[src/rtl/invader_bolts.sv]
// Pool of invader bolts: allocates fire requests to free slots, moves them down
// each frame, retires them at the screen bottom or on hit, and draws them per pixel.
module invader_bolts #(
  parameter int          BOLT_MAX      = 4,
  parameter int          BOLT_W        = 4,
  parameter int          BOLT_H        = 12,
  parameter int          SPEED         = 4,
  parameter int          SCREEN_BOTTOM = 479,
  parameter int          COOLDOWN      = 32,
  parameter logic [7:0]  BOLT_COLOR    = 8'hFC
) (
  input  logic        clk,
  input  logic        resetN,
  input  logic        startOfFrame,
  input  logic [10:0] pixelX,
  input  logic [10:0] pixelY,
  input  logic        fireReq,
  input  logic [10:0] fireX,
  input  logic [10:0] fireY,
  input  logic        hitReq,
  input  logic        clearAll,
  output logic        btiReq,
  output logic [7:0]  btiRGB,
  output logic        fireAck,
  output logic [3:0]  activeCount
);

  localparam int IDX_W = (BOLT_MAX > 1) ? $clog2(BOLT_MAX) : 1;

  logic [BOLT_MAX-1:0] valid_vec;
  logic [BOLT_MAX-1:0] valid_next_vec;
  logic [BOLT_MAX-1:0] cover_vec;

  logic [5:0]       cooldown_reg, cooldown_next;
  logic             bti_req_reg;
  logic [7:0]       bti_rgb_reg;
  logic [IDX_W-1:0] draw_idx_reg;
  logic             fire_ack_reg;
  logic [3:0]       active_count_reg, active_count_next;

  logic             free_found;
  logic [IDX_W-1:0] free_idx;
  logic             draw_found;
  logic [IDX_W-1:0] draw_idx_next;
  logic             fire_ok;
  logic             hit_ok;

  // Free-slot and cover searches scan downward so the lowest index wins.
  always_comb begin
    free_found    = 1'b0;
    free_idx      = '0;
    draw_found    = 1'b0;
    draw_idx_next = '0;
    for (int i = BOLT_MAX - 1; i >= 0; i--) begin
      if (!valid_vec[i]) begin
        free_found = 1'b1;
        free_idx   = IDX_W'(i);
      end
      if (cover_vec[i]) begin
        draw_found    = 1'b1;
        draw_idx_next = IDX_W'(i);
      end
    end
  end

  // Cooldown is tested before any same-cycle frame decrement.
  assign fire_ok = fireReq && (cooldown_reg == 6'd0) && free_found && !clearAll;
  assign hit_ok  = hitReq && bti_req_reg;

  genvar gi;
  generate
    for (gi = 0; gi < BOLT_MAX; gi++) begin : g_slot
      logic        v_reg, v_next;
      logic [10:0] x_reg, x_next;
      logic [10:0] y_reg, y_next;
      logic [11:0] y_sum;

      assign y_sum = {1'b0, y_reg} + 12'(SPEED);

      assign cover_vec[gi] = v_reg
        && ({1'b0, pixelX} >= {1'b0, x_reg})
        && ({1'b0, pixelX} <  ({1'b0, x_reg} + 12'(BOLT_W)))
        && ({1'b0, pixelY} >= {1'b0, y_reg})
        && ({1'b0, pixelY} <  ({1'b0, y_reg} + 12'(BOLT_H)));

      // Priority: wipe, allocate, hit, then per-frame move.
      always_comb begin
        v_next = v_reg;
        x_next = x_reg;
        y_next = y_reg;
        if (clearAll) begin
          v_next = 1'b0;
        end else if (fire_ok && (free_idx == IDX_W'(gi))) begin
          v_next = 1'b1;
          x_next = fireX;
          y_next = fireY;
        end else if (hit_ok && (draw_idx_reg == IDX_W'(gi))) begin
          v_next = 1'b0;
        end else if (startOfFrame && v_reg) begin
          if (y_sum > 12'(SCREEN_BOTTOM)) begin
            v_next = 1'b0;
          end else begin
            y_next = y_sum[10:0];
          end
        end
      end

      always_ff @(posedge clk or negedge resetN) begin
        if (!resetN) begin
          v_reg <= 1'b0;
          x_reg <= '0;
          y_reg <= '0;
        end else begin
          v_reg <= v_next;
          x_reg <= x_next;
          y_reg <= y_next;
        end
      end

      assign valid_vec[gi]      = v_reg;
      assign valid_next_vec[gi] = v_next;
    end
  endgenerate

  always_comb begin
    cooldown_next = cooldown_reg;
    if (clearAll) begin
      cooldown_next = 6'd0;
    end else if (fire_ok) begin
      cooldown_next = 6'(COOLDOWN);
    end else if (startOfFrame && (cooldown_reg != 6'd0)) begin
      cooldown_next = cooldown_reg - 6'd1;
    end
  end

  always_comb begin
    active_count_next = 4'd0;
    for (int i = 0; i < BOLT_MAX; i++) begin
      active_count_next = active_count_next + 4'(valid_next_vec[i]);
    end
  end

  always_ff @(posedge clk or negedge resetN) begin
    if (!resetN) begin
      cooldown_reg     <= 6'd0;
      bti_req_reg      <= 1'b0;
      bti_rgb_reg      <= 8'h00;
      draw_idx_reg     <= '0;
      fire_ack_reg     <= 1'b0;
      active_count_reg <= 4'd0;
    end else begin
      cooldown_reg     <= cooldown_next;
      bti_req_reg      <= draw_found;
      bti_rgb_reg      <= draw_found ? BOLT_COLOR : 8'h00;
      draw_idx_reg     <= draw_idx_next;
      fire_ack_reg     <= fire_ok;
      active_count_reg <= active_count_next;
    end
  end

  assign btiReq      = bti_req_reg;
  assign btiRGB      = bti_rgb_reg;
  assign fireAck     = fire_ack_reg;
  assign activeCount = active_count_reg;

endmodule

[config.mk]
export PLATFORM = sky130hd
export DESIGN_NAME = invader_bolts
export DESIGN_NICKNAME = d
export VERILOG_FILES = /design/src/rtl/invader_bolts.sv
export SDC_FILE = /design/constraint.sdc
export NUM_CORES = 1
export LEC_CHECK = 0
export ABC_CLOCK_PERIOD_IN_PS = 3000
export CORE_MARGIN = 4
export CORE_UTILIZATION = 55
export CTS_CLUSTER_DIAMETER = 150
export CTS_CLUSTER_SIZE = 8
export DETAILED_ROUTE_END_ITERATION = 12
export GPL_TIMING_DRIVEN = 0
export PLACE_DENSITY = 0.77
export SYNTH_ARGS = -nofsm -noshare
export SYNTH_HDL_FRONTEND = slang
export SYNTH_SLANG_ARGS = --single-unit
[constraint.sdc]
create_clock -name clk -period 3 [get_ports clk]
set_clock_uncertainty 0.1 [all_clocks]
set_input_delay 0.6 -clock clk [delete_from_list [all_inputs] [get_ports clk]]
set_output_delay 0.6 -clock clk [all_outputs]
set_load 0.1 [all_outputs]
==> impl_summary.md <==
Timing
The setup total negative slack is -0.1006 ns. The achievable clock frequency is 323.6 MHz. In this run the tightest slew margin relative to its limit is 0.1450. Dividing the final minimum period by the clock period gives 1.030. The final number of hold-violating endpoints is 0. Setup repair after global routing could not meet its margin everywhere.

In the post-route analysis, the smallest setup slack over all paths is -0.09028 ns. The count of final max-slew check failures was 0. For the pin with the worst max-slew slack, the measured transition is 1.273 ns. Setup violations remaining at the end of the flow were counted as 3.

Counting I/O delays and the setup requirement, the final critical path takes 3.090 ns.

Synth
A synthesized cell averages 8.556 sq um. The most common flop cell mapped by yosys is sky130_fd_sc_hd__dfrtp_1. The portion of the post-synthesis area used by sequential elements is 0.2684.

sky130_fd_sc_hd__ha_1 is the most common cell in the netlist. The synthesized-area fraction occupied by and/or/nand/nor cells is 0.1768. Summing every instance area after synthesis gives 9788 sq um. The count of flip-flops with a built-in enable after synthesis is 0. Of all cell types, the one taking the most synthesized area is sky130_fd_sc_hd__dfrtp_1. The post-synthesis adder-cell area fraction is 0.2257.

The portion of synthesized cell area occupied by the leading cell type is 0.2684. The xor/xnor share of the synthesized area is 0.06800. Synthesis inferred 105 register bits. The largest family of logic cells by synthesized area is adder cells. Synthesis produced a netlist whose cell count is 1144. The fraction of registers with async set or reset after synthesis is 1.000. By area the synthesized netlist is led by sky130_fd_sc_hd__dfrtp_1 27%, sky130_fd_sc_hd__ha_1 22%, sky130_fd_sc_hd__xnor2_1 6.2%, sky130_fd_sc_hd__o21ai_0 5.6%, sky130_fd_sc_hd__nand2_1 4.9%. After synthesis, the most frequently instantiated cells are 175 x sky130_fd_sc_hd__ha_1, 127 x sky130_fd_sc_hd__nand2_1, 109 x sky130_fd_sc_hd__o21ai_0.

The number of distinct library cell variants in the gate-level netlist after synthesis is 81. The fraction of the mapped netlist area in compound gates is 0.1892. The count of synthesis-stage warnings from yosys is 0. The share of synthesized area spent on multiplexers is 0.006647.

Min path
The min-delay analysis places its worst path in the category in -> async.

Global routing
The total congestion overflow after global routing is 0. In the global route stage, overall resource usage came out at 0.2750. Entering global routing, the biggest net connects 61 pins. The wire length of the first global-routing pass is 43790 um.

The number of antenna violations at the first check in global routing came to 0. The number of global-route vias before repair is 8689.

Routing
The detail-routed via count per cell is 5.995. The first detailed-routing pass took 5 iterations. The overall via count from detail_route is 8896. In the routed design, unresolved DRC markers number 0. In this run the top signal layer used is met4.

After detailed routing, the met3 layer carries 1766 um of wire. The violation count after the first detailed-routing iteration is 629. In the final routing, the length of wire on met1 measures 11860 um. The remaining antenna violation count after routing is 0. The final layout contains routed wiring with a total length of 27790 um. The routed design uses 13390 um of met2 wire. In the final routed layout, each cell accounts on average for 18.73 um.

Finish
The synthesis-to-finish area growth is 19.15%. The final antenna diode count is 0. The final design utilization is 0.6719. In the final layout, the share of cells above drive strength 1 is 0.1287. The net count reported at finish is 1480.

Floorplan
After floorplanning, the core was sized to cover 17360 sq um. The count of standard-cell rows is 48. The die boundary width is 141.4 um. The die span in y is 141.4 um.

The die covers 20000 sq um. 64 I/O pins were placed. The effective utilization at floorplan is 0.5639.

Power and ir drop
For this design the total switching power over the nets is 3.259 mW. The part of the total power dissipated in combinational logic is 0.551. IR analysis of the VDD net gives a maximum drop of 0.3864 mV. The clock network fraction of total power is 0.164. Overall power consumption after layout is estimated at 7.411 mW.

Internal power comes to 4.152 mW. For this design the ratio of total power to cell area is 635.5 nW/um^2. Of the total power, registers draw 0.285. Of the total power, the share spent switching nets is 0.4397. The analysis attributes to cell leakage a power of 5.343 nW.

Placed design
The final weighted congestion in routability-driven placement is 0.9655. The HPWL after detailed placement is 20930 um. The number of buffers added on ports is 60.

Clocking
TritonCTS built the clock tree. The tree is rooted in a sky130_fd_sc_hd__clkbuf_16. The clock-pin transition on the worst setup and hold timing paths is 0.08 ns.

The level count of the clock H-tree is 3. The number of buffers created by CTS is 9. The number of clock sinks is 105. The number of hold buffers added after CTS was 0.

The later pin in the worst-skew pair is clocked with a latency of 0.37 ns. The maximum clock insertion buffer count is 2.

Setup path
The critical path data required time is 3.16 ns. The worst endpoint data arrival time is 3.25 ns. The startpoint-to-endpoint class of the critical path is reg -> reg. The kind of end point of the critical path is a flop. The top fanout value on the critical path is 6. The register-to-register setup slack is -0.09 ns. The category of the worst setup path launch point is a flop.

Run status
The final reports fail on setup timing. The run finished, with violations left.

Run
The tool flagged a number of max-cap violations equal to 0.
==> worst max-delay path, stage by stage (launching register included) <==
cell and delay, ns:
sky130_fd_sc_hd__dfrtp_1 0.39, sky130_fd_sc_hd__buf_6 0.13, sky130_fd_sc_hd__nand4_1 0.11, sky130_fd_sc_hd__or4_1 0.53
sky130_fd_sc_hd__a21oi_2 0.20, sky130_fd_sc_hd__buf_4 0.15, sky130_fd_sc_hd__o21ai_4 0.06, sky130_fd_sc_hd__a211oi_2 0.25
sky130_fd_sc_hd__nor2_2 0.09, sky130_fd_sc_hd__fa_1 0.56, sky130_fd_sc_hd__inv_2 0.05, sky130_fd_sc_hd__ha_4 0.15
sky130_fd_sc_hd__ha_4 0.22
==> cell type report <==
class	instances	area, sq um
sequential	105	2636
tap	225	281.5
fill	1423	5694
clock buffer	9	225.2
multi-input combinational	896	6843
clock inverter	7	72.57
timing repair buffer	100	950.9
buffer	38	261.5
inverter	104	391.6
==> routing by layer <==
layer / global-route usage / vias to the layer above
li1: - / 4302
met1: 0.3584 / 4241
met2: 0.4630 / 287
met3: 0.05056 / 66
met4: 0.09141 / 0
met5: 0 / -
==> power by group through the flow <==
stage / sequential (mW) / combinational (mW) / clock [mW]
floorplan: 2.10 / 2.80 / 0
global placement: 2.12 / 3.61 / 0
detailed placement: 2.13 / 3.75 / 0
CTS: 2.10 / 3.93 / 1.23
global route: 2.16 / 4.60 / 1.29
finish: 2.11 / 4.08 / 1.21
==> metrics by stage <==
step / instance area, sq um / cells / setup WS, ns / hold slack (ns)
global placement: 10710 / 1431 / -3.440 / 0.3643
global route: 11660 / 1484 / -0.1987 / 0.2868
CTS: 11280 / 1466 / -0.03276 / 0.2604
floorplan: 9823 / 1146 / 0.007377 / 0.2044
detailed placement: 10730 / 1432 / -0.9923 / 0.3654
finish: 11660 / 1484 / -0.09028 / 0.2365
==> kinds of logic after synthesis <==
logic type / count (synthesis)
AO/OA/AOI/OAI: 290
XOR/XNOR: 76
AND/OR/NAND/NOR: 345
multiplexers: 6
flip-flops: 105
other: 1
buffers and inverters: 145
adder cells (fa/ha/maj): 176
==> what timing repair did <==
| action | CTS | global route |
|---|---|---|
| pin swaps | 11 | 29 |
| endpoints found under the setup margin | 29 | 34 |
| gates resized for setup | 31 | 61 |
| setup buffers | 20 | 21 |
==> final timing paths <==
check / from / end / depth (start not counted)
max: g_slot[3].y_reg[2] / activeCount[1] / 12
min: resetN / g_slot[0].x_reg[1] / 1
max reg2reg: g_slot[3].y_reg[2] / activeCount[1] / 12
min reg2reg: cooldown_reg[5] / cooldown_reg[5] / 1
max in group asynchronous: resetN / g_slot[3].y_reg[7] / 2
min in group clk: cooldown_reg[5] / cooldown_reg[5] / 1
==> cell usage in the layout, fill, tap and decap left out, types with 5 or more instances in the layout <==
cell / n
sky130_fd_sc_hd__o22ai_1: 5
sky130_fd_sc_hd__clkdlybuf4s50_1: 48
sky130_fd_sc_hd__nand4_1: 11
sky130_fd_sc_hd__nor2b_1: 12
sky130_fd_sc_hd__and3_1: 10
sky130_fd_sc_hd__o21ai_1: 5
sky130_fd_sc_hd__nand2_1: 125
sky130_fd_sc_hd__nand4b_1: 5
sky130_fd_sc_hd__nor3_1: 25
sky130_fd_sc_hd__o31ai_1: 9
sky130_fd_sc_hd__ha_1: 168
sky130_fd_sc_hd__xnor2_1: 69
sky130_fd_sc_hd__dfrtp_1: 98
sky130_fd_sc_hd__a211oi_1: 12
sky130_fd_sc_hd__a21oi_1: 52
sky130_fd_sc_hd__buf_4: 53
sky130_fd_sc_hd__nor2_1: 47
sky130_fd_sc_hd__dlymetal6s2s_1: 9
sky130_fd_sc_hd__nor3_2: 11
sky130_fd_sc_hd__o21ai_2: 5
sky130_fd_sc_hd__o211ai_1: 5
sky130_fd_sc_hd__dfrtp_2: 7
sky130_fd_sc_hd__a21o_1: 16
sky130_fd_sc_hd__o21a_1: 8
sky130_fd_sc_hd__a2111oi_0: 5
sky130_fd_sc_hd__xor2_1: 7
sky130_fd_sc_hd__a31oi_1: 8
sky130_fd_sc_hd__o21ai_0: 105
sky130_fd_sc_hd__clkbuf_1: 13
sky130_fd_sc_hd__ha_4: 5
sky130_fd_sc_hd__clkbuf_16: 9
sky130_fd_sc_hd__inv_1: 101
sky130_fd_sc_hd__nand3_1: 34
sky130_fd_sc_hd__buf_6: 7
sky130_fd_sc_hd__o2111ai_1: 5
sky130_fd_sc_hd__nand2b_1: 19
No activity file was read; power rests on OpenSTA's default activity.
